==> config.mk <==
export PLATFORM = sky130hd
export DESIGN_NAME = lstm_cell_update_flat
export DESIGN_NICKNAME = d
export VERILOG_FILES = /design/src/rtl/lstm_fxp_pkg.sv /design/src/rtl/lstm_cell_update_if.sv /design/src/rtl/fxp_tanh_pwl.sv /design/src/rtl/lstm_cell_update.sv /design/src/flat_wrapper.sv
export SDC_FILE = /design/constraint.sdc
export NUM_CORES = 2
export LEC_CHECK = 0
export BUFFER_PORTS_ARGS = -buffer_cell sky130_fd_sc_hd__clkbuf_2
export CORE_MARGIN = 2
export CORE_UTILIZATION = 55
export CTS_BUF_LIST = sky130_fd_sc_hd__clkbuf_8
export CTS_CLUSTER_DIAMETER = 30
export DETAILED_ROUTE_END_ITERATION = 8
export GPL_TIMING_DRIVEN = 0
export PLACE_DENSITY = 0.72
export RECOVER_POWER = 50
export SYNTH_ARGS = -nofsm -noshare
export SYNTH_HDL_FRONTEND = slang
export SYNTH_SLANG_ARGS = --single-unit
export TNS_END_PERCENT = 5
==> constraint.sdc <==
create_clock -name clk -period 27.6 [get_ports clk]
set_input_delay 1.38 -clock clk [delete_from_list [all_inputs] [get_ports clk]]
set_output_delay 1.38 -clock clk [all_outputs]
set_load 0.005 [all_outputs]
==> src/rtl/lstm_fxp_pkg.sv <==
// Fixed-point helpers, constants and FSM states shared by the LSTM cell update path.
package lstm_fxp_pkg;

    localparam int WL   = 16;
    localparam int FRAC = 8;

    localparam logic signed [WL-1:0] FXP_ONE   = WL'(1 << FRAC);
    localparam logic signed [WL-1:0] FXP_HALF  = WL'(1 << (FRAC - 1));
    localparam logic signed [WL-1:0] FXP_2P5   = WL'(5 << (FRAC - 1));
    localparam logic signed [WL-1:0] FXP_0P375 = WL'(3 << (FRAC - 3));

    typedef enum logic [1:0] {
        WAIT_F,
        WAIT_I,
        WAIT_C
    } state_t;

    // Clamp a double-width signed value into the WL-bit signed range.
    function automatic logic signed [WL-1:0] sat_wl(input logic signed [2*WL-1:0] x);
        logic signed [2*WL-1:0] hi;
        logic signed [2*WL-1:0] lo;
        hi = {{(WL+1){1'b0}}, {(WL-1){1'b1}}};
        lo = {{(WL+1){1'b1}}, {(WL-1){1'b0}}};
        if (x > hi)
            return hi[WL-1:0];
        else if (x < lo)
            return lo[WL-1:0];
        return x[WL-1:0];
    endfunction

    // Full-precision product, arithmetic shift back to FRAC, then saturate.
    function automatic logic signed [WL-1:0] fxp_mul(input logic signed [WL-1:0] a,
                                                     input logic signed [WL-1:0] b);
        logic signed [2*WL-1:0] ae;
        logic signed [2*WL-1:0] be;
        logic signed [2*WL-1:0] p;
        ae = {{WL{a[WL-1]}}, a};
        be = {{WL{b[WL-1]}}, b};
        p  = ae * be;
        p  = p >>> FRAC;
        return sat_wl(p);
    endfunction

endpackage

==> src/rtl/lstm_cell_update_if.sv <==
// Sequencer-to-cell-update bundle: strobes and gate read data in, cell/hidden results out.
interface lstm_cell_update_if #(
    parameter int WL    = lstm_fxp_pkg::WL,
    parameter int CNT_W = 6
);
    logic          f_done;
    logic          i_done;
    logic          c_done;
    logic [WL-1:0] mem_net1;
    logic [WL-1:0] mem_net2;
    logic [WL-1:0] c_pre;
    logic [WL-1:0] c_new;
    logic [WL-1:0] h_new;
    logic          h_valid;
    logic          seq_err;
    logic [CNT_W-1:0] elem_cnt;

    modport master (
        output f_done, i_done, c_done, mem_net1, mem_net2, c_pre,
        input  c_new, h_new, h_valid, seq_err, elem_cnt
    );

    modport slave (
        input  f_done, i_done, c_done, mem_net1, mem_net2, c_pre,
        output c_new, h_new, h_valid, seq_err, elem_cnt
    );
endinterface

==> src/rtl/fxp_tanh_pwl.sv <==
// Three-segment piecewise-linear tanh on a signed fixed-point value (odd symmetric).
module fxp_tanh_pwl
    import lstm_fxp_pkg::*;
#(
    parameter int WL   = lstm_fxp_pkg::WL,
    parameter int FRAC = lstm_fxp_pkg::FRAC
) (
    input  logic signed [WL-1:0] x,
    output logic signed [WL-1:0] y
);
    // Package constants are exact for the default format; other formats derive their own.
    localparam bit PKG_FMT = (WL == lstm_fxp_pkg::WL) && (FRAC == lstm_fxp_pkg::FRAC);

    localparam logic [WL-1:0] HALF  = PKG_FMT ? WL'(FXP_HALF)  : WL'(1 << (FRAC - 1));
    localparam logic [WL-1:0] TWO5  = PKG_FMT ? WL'(FXP_2P5)   : WL'(5 << (FRAC - 1));
    localparam logic [WL-1:0] ONE   = PKG_FMT ? WL'(FXP_ONE)   : WL'(1 << FRAC);
    localparam logic [WL-1:0] P375  = PKG_FMT ? WL'(FXP_0P375) : WL'(3 << (FRAC - 3));
    localparam logic [WL-1:0] MAX_V = {1'b0, {(WL-1){1'b1}}};
    localparam logic [WL-1:0] MIN_V = {1'b1, {(WL-1){1'b0}}};

    logic          neg;
    logic [WL-1:0] a;
    logic [WL-1:0] m;

    // Magnitude, segment select, then restore the sign; the most negative input clamps to max magnitude.
    always_comb begin
        neg = x[WL-1];
        if (x == MIN_V)
            a = MAX_V;
        else if (neg)
            a = ~x + 1'b1;
        else
            a = x;

        if (a < HALF)
            m = a;
        else if (a < TWO5)
            m = (a >> 2) + P375;
        else
            m = ONE;

        y = neg ? (~m + 1'b1) : m;
    end
endmodule

==> src/rtl/lstm_cell_update.sv <==
// Element-wise LSTM update: c = f*c_pre + i*g (combinational), h = o*tanh(c) (two-stage pipeline).
module lstm_cell_update
    import lstm_fxp_pkg::*;
#(
    parameter int N_ELEM = 64
) (
    input  logic clk,
    input  logic rst,
    lstm_cell_update_if.slave bus
);
    localparam int CNT_W = (N_ELEM > 1) ? $clog2(N_ELEM) : 1;

    state_t state;

    logic signed [WL-1:0] f_q;
    logic signed [WL-1:0] ig_q;
    logic signed [WL-1:0] c_q;
    logic signed [WL-1:0] o_q;
    logic                 v_c;
    logic signed [WL-1:0] t_q;
    logic signed [WL-1:0] o_t_q;
    logic                 v_t;
    logic signed [WL-1:0] h_q;
    logic                 h_valid_q;
    logic                 seq_err_q;
    logic [CNT_W-1:0]     cnt_q;

    logic                 viol;
    logic signed [WL-1:0] fc;
    logic signed [WL:0]   sum;
    logic signed [2*WL-1:0] sum_ext;
    logic signed [WL-1:0] c_new_w;
    logic signed [WL-1:0] t_w;

    // Protocol check and the cell-state sum (f*c_pre saturated first, then WL+1-bit add).
    always_comb begin
        viol = (bus.f_done && (state != WAIT_F)) ||
               (bus.i_done && (state != WAIT_I)) ||
               (bus.c_done && (state != WAIT_C));
        fc      = fxp_mul(f_q, bus.c_pre);
        sum     = {fc[WL-1], fc} + {ig_q[WL-1], ig_q};
        sum_ext = {{(WL-1){sum[WL]}}, sum};
        c_new_w = sat_wl(sum_ext);
    end

    fxp_tanh_pwl #(
        .WL  (WL),
        .FRAC(FRAC)
    ) u_tanh (
        .x(c_q),
        .y(t_w)
    );

    // Phase sequencing; an f_done in WAIT_I restarts the element by reloading f.
    always_ff @(posedge clk or posedge rst) begin
        if (rst) begin
            state     <= WAIT_F;
            f_q       <= '0;
            ig_q      <= '0;
            c_q       <= '0;
            o_q       <= '0;
            v_c       <= 1'b0;
            cnt_q     <= '0;
            seq_err_q <= 1'b0;
        end else begin
            seq_err_q <= viol;
            v_c       <= 1'b0;
            case (state)
                WAIT_F: begin
                    if (bus.f_done) begin
                        f_q   <= bus.mem_net1;
                        state <= WAIT_I;
                    end
                end
                WAIT_I: begin
                    if (bus.i_done) begin
                        ig_q  <= fxp_mul(bus.mem_net1, bus.mem_net2);
                        state <= WAIT_C;
                    end else if (bus.f_done) begin
                        f_q <= bus.mem_net1;
                    end
                end
                WAIT_C: begin
                    if (bus.c_done) begin
                        c_q   <= c_new_w;
                        o_q   <= bus.mem_net1;
                        v_c   <= 1'b1;
                        cnt_q <= (cnt_q == CNT_W'(N_ELEM - 1)) ? '0 : cnt_q + 1'b1;
                        state <= WAIT_F;
                    end
                end
                default: state <= WAIT_F;
            endcase
        end
    end

    // Stage 1: tanh of the stored cell state; o travels alongside so back-to-back updates don't collide.
    always_ff @(posedge clk or posedge rst) begin
        if (rst) begin
            t_q   <= '0;
            o_t_q <= '0;
            v_t   <= 1'b0;
        end else begin
            v_t <= v_c;
            if (v_c) begin
                t_q   <= t_w;
                o_t_q <= o_q;
            end
        end
    end

    // Stage 2: hidden output and its one-cycle valid pulse.
    always_ff @(posedge clk or posedge rst) begin
        if (rst) begin
            h_q       <= '0;
            h_valid_q <= 1'b0;
        end else begin
            h_valid_q <= v_t;
            if (v_t)
                h_q <= fxp_mul(o_t_q, t_q);
        end
    end

    assign bus.c_new    = c_new_w;
    assign bus.h_new    = h_q;
    assign bus.h_valid  = h_valid_q;
    assign bus.seq_err  = seq_err_q;
    assign bus.elem_cnt = cnt_q;
endmodule

==> src/flat_wrapper.sv <==
// flat-port wrapper written by rule: the top's interface ports become plain ports
module lstm_cell_update_flat import lstm_fxp_pkg::*;
#(
    parameter int N_ELEM = 64
)
  (clk, rst, bus_f_done, bus_i_done, bus_c_done, bus_mem_net1, bus_mem_net2, bus_c_pre, bus_c_new, bus_h_new, bus_h_valid, bus_seq_err, bus_elem_cnt);
  lstm_cell_update_if #(.WL(WL), .CNT_W(6)) bus_i ();
  input  logic clk;
  input  logic rst;
  input wire logic [$bits(bus_i.f_done)-1:0] bus_f_done;
  input wire logic [$bits(bus_i.i_done)-1:0] bus_i_done;
  input wire logic [$bits(bus_i.c_done)-1:0] bus_c_done;
  input wire logic [$bits(bus_i.mem_net1)-1:0] bus_mem_net1;
  input wire logic [$bits(bus_i.mem_net2)-1:0] bus_mem_net2;
  input wire logic [$bits(bus_i.c_pre)-1:0] bus_c_pre;
  output wire logic [$bits(bus_i.c_new)-1:0] bus_c_new;
  output wire logic [$bits(bus_i.h_new)-1:0] bus_h_new;
  output wire logic [$bits(bus_i.h_valid)-1:0] bus_h_valid;
  output wire logic [$bits(bus_i.seq_err)-1:0] bus_seq_err;
  output wire logic [$bits(bus_i.elem_cnt)-1:0] bus_elem_cnt;
  assign bus_i.f_done = bus_f_done;
  assign bus_i.i_done = bus_i_done;
  assign bus_i.c_done = bus_c_done;
  assign bus_i.mem_net1 = bus_mem_net1;
  assign bus_i.mem_net2 = bus_mem_net2;
  assign bus_i.c_pre = bus_c_pre;
  assign bus_c_new = bus_i.c_new;
  assign bus_h_new = bus_i.h_new;
  assign bus_h_valid = bus_i.h_valid;
  assign bus_seq_err = bus_i.seq_err;
  assign bus_elem_cnt = bus_i.elem_cnt;
  lstm_cell_update #(.N_ELEM(N_ELEM)) u_core (.clk(clk), .rst(rst), .bus(bus_i));
endmodule
=== Word-level counts from Yosys, hierarchy flattened ===
Index checks and enable logic that the tools add are counted.

* Bits in registers: 124
* Bits of input ports: 53
* Output and inout port bits: 40
* Word-level logic and storage cells: 93

* $add $sub $neg: 5
* Multiply operators: 3
* $lt $le $gt $ge: 10
* Eq/ne operators: 10
* Mux-type cells: 38
* Bitwise gates (word level): 2
* Reductions and logical operators: 12

{| class="wikitable"
|+ Operators by type and width
! kind !! number
|-
| 16-bit two-way mux || 18
|-
| 16-bit by 16-bit multiplier with 32-bit output || 3
|-
| 24-bit by 16-bit > comparator with 1-bit output (second input constant) || 3
|-
| 24-bit by 16-bit < comparator with 1-bit output (second input constant) || 3
|-
| 16-bit by 1-bit adder with 16-bit output (second input constant) || 2
|-
| 16-bit NOT || 2
|-
| 16-bit case mux with 2 select lines || 1
|-
| 16-bit by 16-bit adder with 17-bit output || 1
|-
| 17-bit by 16-bit > comparator with 1-bit output (second input constant) || 1
|-
| 17-bit by 16-bit < comparator with 1-bit output (second input constant) || 1
|-
| 16-bit == test (second input constant) || 1
|-
| 16-bit by 10-bit < comparator with 1-bit output (second input constant) || 1
|-
| 16-bit by 8-bit < comparator with 1-bit output (second input constant) || 1
|-
| 14-bit by 7-bit adder with 15-bit output (second input constant) || 1
|-
| 15-bit two-way mux || 1
|-
| 1-bit two-way mux || 13
|-
| 2-bit inequality test (second input constant) || 5
|-
| 6-bit by 1-bit adder with 6-bit output (second input constant) || 1
|-
| 6-bit == test (second input constant) || 1
|-
| 2-bit two-way mux || 3
|-
| 6-bit two-way mux || 1
|-
| 2-bit case mux with 3 select lines || 1
|-
| 2-bit AND reduction || 3
|-
| 2-bit nonzero test || 2
|-
| 7 further kinds || 10
|}

=== Logic depth before layout (Yosys ltp) ===
* Word-level depth: 10
* Depth in mapped cells: 38
* Depth with buffers taken out: 36

=== By module ===
Synthesis repeated with hierarchy kept, for this count alone.

* Cell total of the unflattened synthesis: 3944
* Area, all modules: 36019.5 sq um

{| class="wikitable"
|+ Modules (own cells, without submodules)
! module !! instances !! cells an instance !! area an instance (sq um) !! seq. area each (sq um)
|-
| lstm_cell_update || 1 || 3808 || 35059.9 || 3103.0
|-
| fxp_tanh_pwl || 1 || 136 || 959.7 || 0.0
|}

=== Worst setup path before layout ===
OpenSTA, ideal clock, no wires.

* Path kind: input port to output port
* From: input bus_c_pre[7]
* To: output bus_c_new[4]
* Data arrival time: 10.157 ns
* Data required time: 26.220 ns
* Slack: 16.063 ns
* Stages: 37
* Path buffers: 3
* Cell sequence: clkbuf_1 > nand2_1 > fa_1 > inv_1 > fa_1 > inv_1 > fa_1 > inv_1 > fa_1 > fa_1 > inv_1 > fa_1 > inv_1 > ha_1 > a21oi_1 > o211ai_1 > a21oi_1 > o21ai_0 > o311ai_1 > a31oi_1 > or3_1 > and2_1 > a41oi_1 > clkbuf_1 > a21oi_1 > ha_1 > a21o_1 > a21o_1 > a2111oi_0 > o221ai_1 > a31o_2 > a21oi_1 > xnor2_1 > and2_0 > clkbuf_1 > a21oi_1 > nor2_1

* Word-level cells in the longest chain between the ends: 10
* Elaborated cells on any way between the ends: 14
* Classes of those cells: 1 x add/sub; 1 x mul; 4 x order compare; 8 x mux

{| class="wikitable"
|+ RTL lines
! item !! RTL line !! RTL
|-
| start, declared || flat_wrapper.sv:15 || <nowiki>input wire logic [$bits(bus_i.c_pre)-1:0] bus_c_pre;</nowiki>
|-
| 16-bit by 16-bit multiplier with 32-bit output * || lstm_fxp_pkg.sv:39 || <nowiki>p = ae * be;</nowiki>
|-
| 24-bit by 16-bit < comparator with 1-bit output || lstm_fxp_pkg.sv:26 || <nowiki>else if (x < lo)</nowiki>
|-
| 1-bit two-way mux || lstm_fxp_pkg.sv:26 ||
|-
| 1-bit two-way mux || lstm_fxp_pkg.sv:24 || <nowiki>if (x > hi)</nowiki>
|-
| 16-bit two-way mux * || lstm_fxp_pkg.sv:28 || <nowiki>return x[WL-1:0];</nowiki>
|-
| 16-bit by 16-bit adder with 17-bit output * || lstm_cell_update.sv:41 || <nowiki>sum = {fc[WL-1], fc} + {ig_q[WL-1], ig_q};</nowiki>
|-
| 17-bit by 16-bit < comparator with 1-bit output || lstm_fxp_pkg.sv:26 ||
|-
| 1-bit two-way mux || lstm_fxp_pkg.sv:26 ||
|-
| 1-bit two-way mux || lstm_fxp_pkg.sv:24 ||
|-
| 16-bit two-way mux * || lstm_fxp_pkg.sv:28 ||
|-
| end, declared || flat_wrapper.sv:16 || <nowiki>output wire logic [$bits(bus_i.c_new)-1:0] bus_c_new;</nowiki>
|}

Mark *: on every way between the ends. The rest lies on a longest branch, timed or not.

=== Worst setup path after layout ===
* From: input bus_c_pre[4]
* To: output bus_c_new[10]

The elaborated chain is that of the path after synthesis.

==> summary.txt <==
Synthesis
  • Synthesized Nets: 4966
  • Post-synth EDFFs: 0
  • Post-Synthesis Cells: 3872
  • Ys async rst share: 1.00
  • Synth Flop Type: dfrtp_1
  • Synthesized flop and latch total: 124
  • Synth warn: 0
  • Sequential area share after synthesis: 0.0875
  • Post-synth cell types: 88
  • Post-Syn Area: 35500 um2
  • Syn_area_per_cell: 9.16 um2

Drt
  • Via Count: 26500
  • Routed wl met2: 40100 um
  • DRC violations left: 0
  • Met3 Wirelength: 7510 um
  • Per-cell routed wire length: 18.1 um
  • Routed Antenna Nets: 0
  • Drt initial violations: 1792
  • WL final: 87800 um
  • First-pass DRT Iterations: 6
  • Top layer in use: met5
  • Routed vias/inst: 5.46
  • Wl on met1: 38100 um

Worst setup path
  • Worst path most repeated cell: fa_1
  • Startpoint Class: input port
  • Crit-path max FO: 10
  • Bufs and invs on worst path: 9
  • CP max-delay cell: a41oi_1
  • CP Capture Type: output port
  • CP top delay family: compound AO/OA/AOI/OAI gates
  • CP Class: in2out
  • CP max stage delay: 0.75 ns
  • Critical path data required time: 26.22 ns
  • Critical path arrival: 12.61 ns

Global route
  • Grt ovf: 0
  • Initial antenna violation count: 1
  • First-pass GRT wire length: 146000 um
  • Largest net degree at the start of global routing: 91
  • Vias in the first global route: 27800
  • Total GRT Usage: 0.279

CTS
  • Clk buf depth: 2
  • Clock sinks: 124
  • CTS tree: built
  • Cts repair resizes: 0
  • CTS root buffer: clkbuf_8
  • Post-CTS Setup Bufs: 0
  • Cts hold-fix bufs: 0
  • CTS H-tree depth: 4
  • Worst-path clk slew: 0.08 ns
  • Num CTS Buffers: 17
  • Clock Latency Late Sink: 0.48 ns

Timing
  • Tcrit/Tclk final: 0.507
  • Minimum clock period: 13.99 ns
  • Setup violators final: 0
  • Worst Skew: 0.0178 ns
  • Slew Limit Fails: 127
  • RSZ-0062 raised after global routing: false
  • Relative slew margins: -2.12
  • Maximum clock rate: 0.0715 GHz
  • PnR worst setup slack: 13.61 ns
  • Setup TNS: 0 ns
  • Final hold vios: 0
  • Slew @ Worst Pin: 4.68 ns

Outcome
  • Status: complete, but fails checks
  • Failing checks: max-capacitance violations, max-slew violations

Job
  • Total of max-cap violations: 2

Worst hold path
  • Hold Path Class: reg2reg

Die
  • Die extent in x: 258 um
  • Die Ht: 258 um
  • Die ar.: 66500 um2
  • # rows: 93
  • Top Ports: 93
  • Core area: 64100 um2
  • Initial Utilization: 0.553

Layout
  • Share of layout cells above drive strength 1: 0.0501
  • # nets final: 5075
  • FILL cells: 5786
  • Most common cell after layout, fill and taps aside: inv_1
  • Most frequent cells in the layout: 874 x inv_1, 784 x fa_1, 520 x nand2_1, 322 x and2_1, 257 x ha_1
  • Syn-to-layout area delta: 5.49%
  • Final Core Density: 0.584

Placed design
  • Port bufs: 89
  • Place WS: 13.90 ns
  • Routability cong.: 0.962
  • HPWL after DPL: 74100 um
-- stage by stage --
| step | area, um2 | hold slack [ns] | instances |
|---|---|---|---|
| after global routing | 37400 | 0.394 | 4849 |
| after global placement | 37000 | 0.355 | 4816 |
| after floorplan | 35500 | 0.352 | 3872 |
| final | 37400 | 0.377 | 4850 |
| after detailed placement | 37000 | 0.359 | 4817 |
| after CTS | 37400 | 0.379 | 4849 |
-- final timing paths --
kind | startpoint | endpoint | slack [ns] | depth (start not counted)
setup / recovery | bus_c_pre[4] | bus_c_new[10] | 13.61 | 38
max in group asynchronous | rst | u_core.o_q[4] | 21.18 | 3
hold / removal | u_core.v_t | u_core.bus.h_valid | 0.38 | 0
hold reg to reg | u_core.v_t | u_core.bus.h_valid | 0.38 | 0
setup reg to reg | u_core.f_q[9] | u_core.c_q[1] | 15.66 | 35
min in group asynchronous | rst | u_core.c_q[6] | 1.30 | 2
-- routing by layer --
| metal | vias to the layer above | track usage |
|---|---|---|
| li1 | 11900 | - |
| met2 | 988 | 0.443 |
| met1 | 13400 | 0.400 |
| met4 | 2 | 0.0679 |
| met3 | 134 | 0.0495 |
| met5 | - | 0 |
-- flip-flops by register name, indices dropped and copies added (netlist names) --
name and count:
u_core.bus.h_valid 1, u_core.o_q 16, u_core.v_c 1, u_core.o_t_q 16
u_core.bus.seq_err 1, u_core.ig_q 16, u_core.bus.elem_cnt 6, u_core.v_t 1
u_core.t_q 16, u_core.state 2, u_core.bus.h_new 16, u_core.f_q 16
u_core.c_q 16
-- Yosys cell counts (all sizes together) (4+ instances only) --
| library cell | instances | area (um2) |
|---|---|---|
| or2 | 10 | 62.6 |
| dfrtp | 124 | 3100 |
| inv | 876 | 3290 |
| ha | 257 | 3220 |
| o21a | 9 | 75.1 |
| nor2b | 10 | 62.6 |
| buf | 10 | 51.3 |
| mux2 | 42 | 473 |
| a221oi | 4 | 35.0 |
| o31ai | 8 | 65.1 |
| nor3 | 16 | 80.1 |
| nand2 | 521 | 1960 |
| a211oi | 11 | 82.6 |
| a21oi | 124 | 632 |
| nand4 | 19 | 119 |
| a211o | 4 | 35.0 |
| o211ai | 9 | 67.6 |
| a31oi | 12 | 75.1 |
| a22oi | 17 | 128 |
| a41oi | 6 | 52.6 |
| o22ai | 7 | 43.8 |
| o221ai | 5 | 43.8 |
| nor4 | 12 | 96.3 |
| nor2 | 137 | 517 |
| o21bai | 7 | 52.6 |
| fa | 784 | 15700 |
| xnor2 | 83 | 727 |
| or3 | 12 | 75.1 |
| nand2b | 41 | 257 |
| a311oi | 5 | 50.0 |
| xor2 | 37 | 324 |
| o41ai | 6 | 93.9 |
| and2 | 323 | 2020 |
| clkbuf | 129 | 484 |
| and3 | 13 | 81.3 |
| a2111oi | 5 | 45.0 |
| mux2i | 4 | 40.0 |
| a21o | 32 | 240 |
| nand3 | 27 | 135 |
| o31a | 5 | 45.0 |
| o21ai | 66 | 334 |
-- logic make-up after synthesis --
family / synth area share
AO/OA/AOI/OAI: 0.0685
XOR/XNOR: 0.0296
adder cells (fa/ha/maj): 0.534
buffers and inverters: 0.108
flip-flops: 0.0875
multiplexers: 0.0145
AND/OR/NAND/NOR: 0.158
-- area by class of cell --
| class | count | area [um2] | share of cell area |
|---|---|---|---|
| antenna | 1 | 2.50 | 0.0000669 |
| clock inverter | 14 | 178 | 0.00475 |
| clock buffer | 18 | 248 | 0.00662 |
| multi-input combinational | 2732 | 28500 | 0.763 |
| timing repair buffer | 90 | 448 | 0.0120 |
| sequential | 124 | 3100 | 0.0829 |
| tap | 855 | 1070 | 0.0286 |
| buffer | 139 | 536 | 0.0143 |
| inverter | 877 | 3290 | 0.0880 |
Power is not shown: default switching activity piles up to over one toggle a cycle in this logic, so the estimate is an artifact.
